`config.mk`:
```
export PLATFORM = sky130hd
export DESIGN_NAME = uart_msg_sequencer
export DESIGN_NICKNAME = d
export VERILOG_FILES = /design/src/rtl/uart_msg_sequencer.sv
export SDC_FILE = /design/constraint.sdc
export NUM_CORES = 1
export LEC_CHECK = 0
export CELL_PAD_IN_SITES_DETAIL_PLACEMENT = 1
export CELL_PAD_IN_SITES_GLOBAL_PLACEMENT = 2
export CORE_MARGIN = 2
export CORE_UTILIZATION = 31
export CTS_BUF_LIST = sky130_fd_sc_hd__clkbuf_4 sky130_fd_sc_hd__clkbuf_8
export DETAILED_ROUTE_END_ITERATION = 10
export PLACE_DENSITY = 0.75
export RECOVER_POWER = 100
export SLEW_MARGIN = 0
export SYNTH_ARGS = -nofsm -noshare
export SYNTH_HDL_FRONTEND = slang
export SYNTH_SLANG_ARGS = --single-unit
```
`constraint.sdc`:
```
create_clock -name clk_i -period 2.3 [get_ports clk_i]
set_input_delay 0.46 -clock clk_i [delete_from_list [all_inputs] [get_ports clk_i]]
set_output_delay 0.46 -clock clk_i [all_outputs]
set_load 0.005 [all_outputs]
```
`src/rtl/uart_msg_sequencer.sv`:
```
// Wishbone master that programs the UART baud register once, then repeatedly sends
// a run-time-writable MSG_LEN-byte message with bounded retry, timeout and status polling.
module uart_msg_sequencer #(
  parameter int unsigned                 MSG_LEN        = 3,
  parameter logic [MSG_LEN*8-1:0]        MSG_INIT       = {8'h55, 8'h52, 8'h41},
  parameter logic [31:0]                 BAUD_WORD      = 32'h1d7dbf5a,
  parameter logic [31:0]                 PERIOD_CYCLES  = 32'd1000000,
  parameter logic [15:0]                 TIMEOUT_CYCLES = 16'd255,
  parameter int unsigned                 RETRY_MAX      = 3,
  parameter logic [15:0]                 POLL_MAX       = 16'd65535,
  localparam int unsigned                AW             = (MSG_LEN > 1) ? $clog2(MSG_LEN) : 1
) (
  input  logic          clk_i,
  input  logic          async_rst_i,
  input  logic          run_i,
  input  logic          clr_err_i,
  input  logic          msg_we_i,
  input  logic [AW-1:0] msg_addr_i,
  input  logic [7:0]    msg_dat_i,
  output logic [31:0]   addr_o,
  output logic [31:0]   dat_o,
  input  logic [31:0]   dat_i,
  output logic          we_o,
  output logic          cyc_o,
  output logic          stb_o,
  output logic [3:0]    sel_o,
  output logic          lock_o,
  input  logic          ack_i,
  input  logic          err_i,
  input  logic          rty_i,
  input  logic          tagn_i,
  output logic          tagn_o,
  output logic          busy_o,
  output logic          done_o,
  output logic          err_o,
  output logic [9:0]    out_led
);

  typedef enum logic [2:0] {
    S_IDLE,
    S_BAUD,
    S_TXBUF,
    S_START,
    S_POLL,
    S_CLR,
    S_DELAY,
    S_ERROR
  } state_t;

  localparam logic [AW-1:0] LAST_IDX = AW'(MSG_LEN - 1);

  state_t        r_state, w_state_next;
  logic          r_cyc, w_cyc_next;
  logic          r_we, w_we_next;
  logic [31:0]   r_addr, w_addr_next;
  logic [31:0]   r_dat, w_dat_next;
  logic [AW-1:0] r_idx, w_idx_next;
  logic [15:0]   r_tmo, w_tmo_next;
  logic [31:0]   r_rty, w_rty_next;
  logic [15:0]   r_poll, w_poll_next;
  logic [31:0]   r_dly, w_dly_next;
  logic          r_baud_done, w_baud_done_next;
  logic          r_err, w_err_next;
  logic          r_done, w_done_next;
  logic [9:0]    r_led, w_led_next;

  logic [7:0]    w_msg [MSG_LEN];
  logic [7:0]    w_tx_byte;
  logic [31:0]   w_req_addr;
  logic [31:0]   w_req_dat;
  logic          w_req_we;
  logic          w_go_error;
  logic          w_unused;

  assign w_unused = ^{tagn_i, dat_i[31:6], dat_i[4:0]};

  // Each message byte is its own register so it can carry a reset value.
  for (genvar gi = 0; gi < MSG_LEN; gi++) begin : g_msg
    logic [7:0] r_byte;
    always_ff @(posedge clk_i or negedge async_rst_i) begin
      if (!async_rst_i) begin
        r_byte <= MSG_INIT[gi*8 +: 8];
      end else if (msg_we_i && (msg_addr_i == AW'(gi))) begin
        r_byte <= msg_dat_i;
      end
    end
    assign w_msg[gi] = r_byte;
  end

  // A retried TX write must resend the byte captured on the first attempt.
  assign w_tx_byte = (r_rty == 32'd0) ? w_msg[r_idx] : r_led[7:0];

  always_comb begin
    w_req_addr = 32'h0;
    w_req_dat  = 32'h0;
    w_req_we   = 1'b1;
    case (r_state)
      S_BAUD:  begin w_req_addr = 32'h4; w_req_dat = BAUD_WORD; end
      S_TXBUF: begin w_req_addr = 32'h7; w_req_dat = {24'h0, w_tx_byte}; end
      S_START: begin w_req_addr = 32'h3; w_req_dat = 32'h80; end
      S_POLL:  begin w_req_addr = 32'h5; w_req_we = 1'b0; end
      S_CLR:   begin w_req_addr = 32'h5; end
      default: begin w_req_we = 1'b0; end
    endcase
  end

  always_comb begin
    w_state_next     = r_state;
    w_cyc_next       = r_cyc;
    w_we_next        = r_we;
    w_addr_next      = r_addr;
    w_dat_next       = r_dat;
    w_idx_next       = r_idx;
    w_tmo_next       = r_tmo;
    w_rty_next       = r_rty;
    w_poll_next      = r_poll;
    w_dly_next       = r_dly;
    w_baud_done_next = r_baud_done;
    w_err_next       = r_err;
    w_done_next      = 1'b0;
    w_led_next       = r_led;
    w_go_error       = 1'b0;

    case (r_state)
      S_IDLE: begin
        if (run_i) begin
          w_state_next = r_baud_done ? S_TXBUF : S_BAUD;
        end
      end
      S_DELAY: begin
        if (r_dly == PERIOD_CYCLES - 32'd1) begin
          w_dly_next   = 32'd0;
          w_state_next = run_i ? S_TXBUF : S_IDLE;
        end else begin
          w_dly_next = r_dly + 32'd1;
        end
      end
      S_ERROR: begin
        if (clr_err_i) begin
          w_idx_next   = '0;
          w_err_next   = 1'b0;
          w_state_next = S_IDLE;
        end
      end
      default: begin
        if (!r_cyc) begin
          w_cyc_next  = 1'b1;
          w_we_next   = w_req_we;
          w_addr_next = w_req_addr;
          w_dat_next  = w_req_dat;
          w_tmo_next  = 16'd0;
          if (r_state == S_TXBUF) begin
            w_led_next  = {2'b00, w_tx_byte};
            w_poll_next = 16'd0;
          end
        end else if (err_i) begin
          w_go_error = 1'b1;
        end else if (ack_i) begin
          w_cyc_next  = 1'b0;
          w_we_next   = 1'b0;
          w_addr_next = 32'h0;
          w_dat_next  = 32'h0;
          w_rty_next  = 32'd0;
          case (r_state)
            S_BAUD: begin
              w_baud_done_next = 1'b1;
              w_state_next     = S_TXBUF;
            end
            S_TXBUF: w_state_next = S_START;
            S_START: w_state_next = S_POLL;
            S_POLL: begin
              if (dat_i[5]) begin
                w_state_next = S_CLR;
              end else if (({1'b0, r_poll} + 17'd1) >= {1'b0, POLL_MAX}) begin
                w_go_error = 1'b1;
              end else begin
                w_poll_next = r_poll + 16'd1;
              end
            end
            S_CLR: begin
              if (r_idx != LAST_IDX) begin
                w_idx_next   = r_idx + AW'(1);
                w_state_next = S_TXBUF;
              end else begin
                w_done_next = 1'b1;
                w_idx_next  = '0;
                w_dly_next  = 32'd0;
                if (PERIOD_CYCLES == 32'd0) begin
                  w_state_next = run_i ? S_TXBUF : S_IDLE;
                end else begin
                  w_state_next = S_DELAY;
                end
              end
            end
            default: w_state_next = r_state;
          endcase
        end else if (rty_i) begin
          w_cyc_next  = 1'b0;
          w_we_next   = 1'b0;
          w_addr_next = 32'h0;
          w_dat_next  = 32'h0;
          if (r_rty == RETRY_MAX) begin
            w_go_error = 1'b1;
          end else begin
            w_rty_next = r_rty + 32'd1;
          end
        end else if (r_tmo == TIMEOUT_CYCLES) begin
          w_go_error = 1'b1;
        end else begin
          w_tmo_next = r_tmo + 16'd1;
        end
      end
    endcase

    // Any bus failure forces a fresh baud write on the next run.
    if (w_go_error) begin
      w_state_next     = S_ERROR;
      w_err_next       = 1'b1;
      w_cyc_next       = 1'b0;
      w_we_next        = 1'b0;
      w_addr_next      = 32'h0;
      w_dat_next       = 32'h0;
      w_rty_next       = 32'd0;
      w_baud_done_next = 1'b0;
    end
  end

  always_ff @(posedge clk_i or negedge async_rst_i) begin
    if (!async_rst_i) begin
      r_state <= S_IDLE;
    end else begin
      r_state <= w_state_next;
    end
  end

  always_ff @(posedge clk_i or negedge async_rst_i) begin
    if (!async_rst_i) begin
      r_cyc       <= 1'b0;
      r_we        <= 1'b0;
      r_addr      <= 32'h0;
      r_dat       <= 32'h0;
      r_idx       <= '0;
      r_tmo       <= 16'd0;
      r_rty       <= 32'd0;
      r_poll      <= 16'd0;
      r_dly       <= 32'd0;
      r_baud_done <= 1'b0;
      r_err       <= 1'b0;
      r_done      <= 1'b0;
      r_led       <= 10'd0;
    end else begin
      r_cyc       <= w_cyc_next;
      r_we        <= w_we_next;
      r_addr      <= w_addr_next;
      r_dat       <= w_dat_next;
      r_idx       <= w_idx_next;
      r_tmo       <= w_tmo_next;
      r_rty       <= w_rty_next;
      r_poll      <= w_poll_next;
      r_dly       <= w_dly_next;
      r_baud_done <= w_baud_done_next;
      r_err       <= w_err_next;
      r_done      <= w_done_next;
      r_led       <= w_led_next;
    end
  end

  assign cyc_o   = r_cyc;
  assign stb_o   = r_cyc;
  assign we_o    = r_we;
  assign addr_o  = r_addr;
  assign dat_o   = r_dat;
  assign sel_o   = 4'hF;
  assign lock_o  = 1'b0;
  assign tagn_o  = 1'b0;
  assign busy_o  = (r_state != S_IDLE) && (r_state != S_ERROR);
  assign done_o  = r_done;
  assign err_o   = r_err;
  assign out_led = r_led;

endmodule

```
==> results of run 1 <==
## worst max-delay path: cells and delay by family (launching register included)
kind,cells,cell delay (ps)
AND/OR/NAND/NOR,3,180
adder cells (fa/ha/maj),1,270
AO/OA/AOI/OAI,2,690
flip-flops,1,450
buffers and inverters,4,620
## cell usage after synthesis, types with 14 or more instances
cell type  count
dfrtp_1      141
buf_4         62
xor2_1        23
and2_1        14
a21oi_1       46
nand2_1       79
nor3_1        37
xnor2_1       14
nor2_1        86
nor4_1        21
and3_1        18
nand3_1       40
or3_1         15
o21ai_0       61
nand4_1       34
mux2_2        28
inv_1         35
clkbuf_1      24
## per-stage QoR
step	hold WS [ps]	total power [mW]	area (µm²)	utilization	TNS (ps)
6_report	493	11.0	12000	0.430	-37.6
5_1_grt	533	11.8	12000	0.430	-2680
4_1_cts	417	11.0	11800	0.420	-631
3_5_place_dp	374	8.42	11000	0.391	-24390
3_3_place_gp	375	8.32	11000	0.391	-20590
2_1_floorplan	164	6.04	9050	-	0
## worst max path at each step
stage	start	endpoint	slack, ps	cells past startpoint
after detailed placement	ack_i	err_o	-530	7
final	r_poll[1]	err_o	-40	10
after global placement	ack_i	err_o	-480	8
after floorplan	r_poll[0]	r_state[2]	50	7
after CTS	r_poll[1]	r_poll[11]	-100	10
after global routing	r_tmo[0]	r_rty[10]	-120	9
## flip-flops by register name, summed over array words and instances, names as in the netlist, 2 cells and up
signal	flops
r_rty	32
r_tmo	16
addr_o	3
dat_o	9
r_poll	16
r_dly	32
r_state	3
out_led	8
g_msg.r_byte	24
r_idx	2
## what timing repair did
| item | 4_1_cts | 5_1_grt |
|---|---|---|
| pin swaps | 32 | 23 |
| hold buffers | 1 | 0 |
| buffers inserted | 8 | 14 |
| gates resized for setup | 57 | 54 |
| endpoints found under the setup margin | 68 | 89 |
| endpoints found under the hold margin | 29 | 0 |
## kinds of logic after synthesis
logic type                 share of synthesized area
and+or+nand+nor                                0.245
AOI/OAI and AO/OA                              0.151
adders and majority gates                     0.0127
DFF                                            0.424
other                                       0.000845
muxes                                         0.0456
buffers and inverters                         0.0844
xor gates and xnor gates                      0.0365
## routing by layer
layer	routed length, µm	part of all wire
met1	13000	0.46
met2	13900	0.50
met3	755	0.027
met4	304	0.011
met5	0	0
## area by class of cell
class	instances	share of cell area
Tap cell	378	0.0393
Multi-Input combinational cell	738	0.416
Timing Repair Buffer	265	0.184
Clock inverter	15	0.0168
Inverter	35	0.0109
Sequential cell	150	0.313
Clock buffer	17	0.0194
## power by group through the flow
| stage | registers [mW] | logic (mW) | clock network [mW] |
|---|---|---|---|
| floorplan | 3.42 | 2.62 | 0 |
| global placement | 3.44 | 4.88 | 0 |
| detailed placement | 3.45 | 4.97 | 0 |
| CTS | 3.41 | 5.27 | 2.33 |
| global route | 3.48 | 5.88 | 2.45 |
| finish | 3.41 | 5.35 | 2.26 |
==> results.yml, run 1 <==
run_status:
  outcome: "finished, violations left"
  violations: "setup timing"
placed_design:
  place_ws_ps: -533
  io_buffers: 60
  dp.cells: 1544
  gp_congestion: 0.802
  dp_hpwl_um: 19700
sta:
  skew_ps: 18.2
  finalSetupViolations: 1
  slew_viol_final: 0
  period_needed_ps: 2340
  worst_pin_slew_ps: 862
  rsz0062_at_grt: "true"
  fmax_ghz: 0.428
  hold_viol_final: 0
  relSlewSlack: 0.425
  setup_slack_ps: -37.6
  fin_crit_sh: 1.02
logic_synthesis:
  synth_top_flop_cell: "dfrtp_1"
  synth-seq-cells: 150
  synth_area_leaders: "dfrtp_1 40%, buf_4 5.2%, nor2_1 3.6%"
  netlist_area_mm2: 0.00889
  seq_area_frac_synth: 0.424
  synth.top_cell.area_share: 0.397
  synth_cell_types: 71
  syn_inst: 979
  ys_warn_count: 0
  synthArstFlopShare: 1.00
  synth_top_area_cell: "dfrtp_1"
  synth-edff-count: 0
  avgSynthCellArea_um2: 9.08
floorplan:
  io-pin-count: 137
  core.rowCount: 61
  start_util: 0.317
  die_w_um: 173
  core_mm2: 0.0280
  dieArea_mm2: 0.0300
  die_h_um: 173
worst_setup_path:
  required_ps: 2660
  r2r-end: "err_o"
  path_class: "register to register"
  path_max_fanout: 6
  slowest_stage: "a221oi_2"
  crit_chain: "buf_4 -> ha_4 -> o21bai_4 -> buf_4 -> buf_4 -> nand3_2 -> nor4_4 -> a221oi_2 -> buf_4 -> nand2_1"
  crit_arrival_ps: 2700
  rr_startpoint: "r_poll[1]"
  crit_path_max_incr_delay_ps: 620
  worstRegToRegCells: 10
  cpMostUsedCell: "buf_4"
  rrSetupSlack_ps: -40
  endpoint_kind: "register"
  start_kind: "register"
clock_tree:
  cts_tree: "built"
  cts_num_sinks: 150
  cts_root_buf: "clkbuf_8"
  max-clock-path-buffers: 2
  htreeDepth: 4
  clkTransAtPathRegs_ps: 100
  cts_inserted_buffers: 17
  clock_latency_ps: 470
hold_path:
  hp-start: "dat_o[7]"
  min_path_type: "register to register"
  holdPathStages: 2
  hold_end: "dat_o[7]"
drt:
  drt_iter0_markers: 324
  vias_per_cell: 5.12
  drtPass1Iterations: 4
  vias: 8188
  ant_nets: 0
  wirelength_um: 28000
  wl_per_cell_um: 17.5
  drc: 0
flow_run:
  maxCapViolations: 0
global_route:
  grt_start_max_net_pins: 68
  grtUsageMet2: 0.321
  gr-usage-met3: 0.0336
  antenna_found_initial: 0
  grt_use_total: 0.187
  grt-busiest-layer: "met2"
  grt_use_met1: 0.245
  grt_overflow: 0
  grt_pass1_vias: 8706
  grt_pass1_wl_um: 45900
power:
  pwr-share-comb: 0.486
  vdd_drop_max_uv: 470
  leakagePower_nw: 5.23
  intPower_mw: 6.51
  p_sw_mw: 4.50
  clockPowerShare: 0.205
  power_frac_seq: 0.309
  p_sw_frac: 0.409
  power_density_mw_per_mm2: 914
layout:
  layout.area.seq_mm2: 0.00377
  final.fill_count: 3225
  nets: 1267
  layout-drive-gt1-share: 0.301
  fin_cells: 1598
  final_cell_mix: "179 x buf_4, 136 x dfrtp_1, 84 x nor2_1"
  area_growth_pct: 35.5
  final_common_cell: "buf_4"
  diodes: 0
  multiInputGateArea_mm2: 0.00502
(Power assumes the default switching activity.)
==> run 2: changes to the inputs <==
- GPL_TIMING_DRIVEN: not set -> 1
- TNS_END_PERCENT: not set -> 20
==> results.yml, run 2 (same netlist as run 1, synthesis figures left out) <==
run_status:
  outcome: "finished, violations left"
  violations: "setup timing"
global_route:
  antenna_found_initial: 0
  grt_start_max_net_pins: 68
  grt_pass1_wl_um: 45700
  grt_overflow: 0
  grt_use_total: 0.186
  grt_pass1_vias: 8628
layout:
  fin_util: 0.425
  layout-drive-gt1-share: 0.285
  nets: 1263
  final_cell_mix: "165 x buf_4, 137 x dfrtp_1, 85 x nor2_1"
  final_common_cell: "buf_4"
  reg.largest.list: "r_dly (32), r_rty (32), g_msg.r_byte (24)"
  diodes: 0
  area_growth_pct: 33.9
flow_run:
  maxCapViolations: 0
power:
  power_density_mw_per_mm2: 909
  leakagePower_nw: 5.25
  vdd_drop_max_uv: 459
sta:
  hold_viol_final: 0
  finalHoldWorstSlack_ps: 495
  skew_ps: 18.6
  setup_slack_ps: -96.7
  worst_pin_slew_ps: 922
  relSlewSlack: 0.385
  finalSetupViolations: 17
  fmax_ghz: 0.417
  slew_viol_final: 0
  period_needed_ps: 2400
  fin_crit_sh: 1.04
  rsz0062_at_grt: "true"
floorplan:
  die_h_um: 173
  dieArea_mm2: 0.0300
  core_mm2: 0.0280
  start_util: 0.317
  io-pin-count: 137
  core.rowCount: 61
  die_w_um: 173
worst_setup_path:
  rrSetupSlack_ps: -100
  r2r-end: "r_poll[15]"
  start_kind: "register"
  endpoint_kind: "register"
  worstRegToRegCells: 10
  rr_startpoint: "r_poll[1]"
  path_class: "register to register"
  path_max_fanout: 8
  crit_arrival_ps: 2770
  required_ps: 2680
clock_tree:
  clkTransAtPathRegs_ps: 100
  cts_tree: "built"
  cts_inserted_buffers: 17
  max-clock-path-buffers: 2
  cts_root_buf: "clkbuf_8"
  htreeDepth: 4
  cts_num_sinks: 150
  clock_latency_ps: 470
placed_design:
  gp_congestion: 0.802
  dp_hpwl_um: 19700
  place_ws_ps: -533
  io_buffers: 60
drt:
  wirelength_um: 28000
  drc: 0
  vias: 8140
  drtPass1Iterations: 6
  drt_iter0_markers: 346
  vias_per_cell: 5.11
  ant_nets: 0
  wl_per_cell_um: 17.5
hold_path:
  min_path_type: "register to register"
  hold_end: "dat_o[7]"
  holdPathStages: 2
  hp-start: "dat_o[7]"
run 2: cell types whose count changed in the layout (fill, tap and decap cells not counted), sizes merged:
cell	delta
clkdlybuf4s50	-18
dlygate4sd3	+18
buf	-14
clkbuf	+10
run 2: how the worst max path moves through the flow:
stage	start	end	slack, ps	cells after the start
after CTS	r_poll[1]	r_poll[11]	-80	10
final	r_poll[1]	r_poll[15]	-100	10
after global routing	r_tmo[0]	r_rty[10]	-170	9
after detailed placement	ack_i	err_o	-530	7
after global placement	ack_i	err_o	-480	8
after floorplan	r_poll[0]	r_state[2]	50	7
run 2: worst max-delay path, cell delays in order, from the launching register on:
cell and delay, ps:
dfrtp_2 440, buf_4 140, buf_6 110, nand4_4 130
nor4_2 60, xnor2_1 410, buf_4 230, a211oi_2 50
a211o_4 410, buf_4 160, o31ai_2 160
run 2: through the flow:
step	std cells	area, µm²	power [mW]	setup TNS (ps)
6_report	1594	11900	10.8	-709
5_1_grt	1594	11900	11.6	-10520
4_1_cts	1583	11700	11.0	-692
3_5_place_dp	1544	11000	8.42	-24390
3_3_place_gp	1544	11000	8.32	-20590
2_1_floorplan	1021	9050	6.04	0
run 2: repair_timing:
action | CTS | global route
hold buffers | 1 | 0
setup buffers | 6 | 11
hold endpoints to repair | 29 | 0
endpoints found under the setup margin | 68 | 93
pin swaps | 26 | 24
resized for setup | 48 | 48
run 2: area by class of cell:
cell class / count / area, µm²
Sequential cell: 150 / 3770
Clock inverter: 15 / 203
Inverter: 35 / 131
Clock buffer: 17 / 234
Timing Repair Buffer: 261 / 2160
Multi-Input combinational cell: 738 / 4930
Tap cell: 378 / 473
Fill cell: 3228 / 16100
run 2: layer usage:
metal	vias to the layer above	global-route usage	wire, µm
met3	21	0.0320	718
met4	0	0.0431	351
met5	-	0	0
met2	113	0.317	13900
li1	3916	-	-
met1	4090	0.247	13000
run 2: power breakdown:
part,total [mW],internal (mW),switching (mW),leakage (nW)
Sequential,3.39,3.06,0.325,1.97
Combinational,5.18,2.35,2.83,3.06
Clock,2.25,0.945,1.31,0.218
Total,10.8,6.35,4.47,5.25
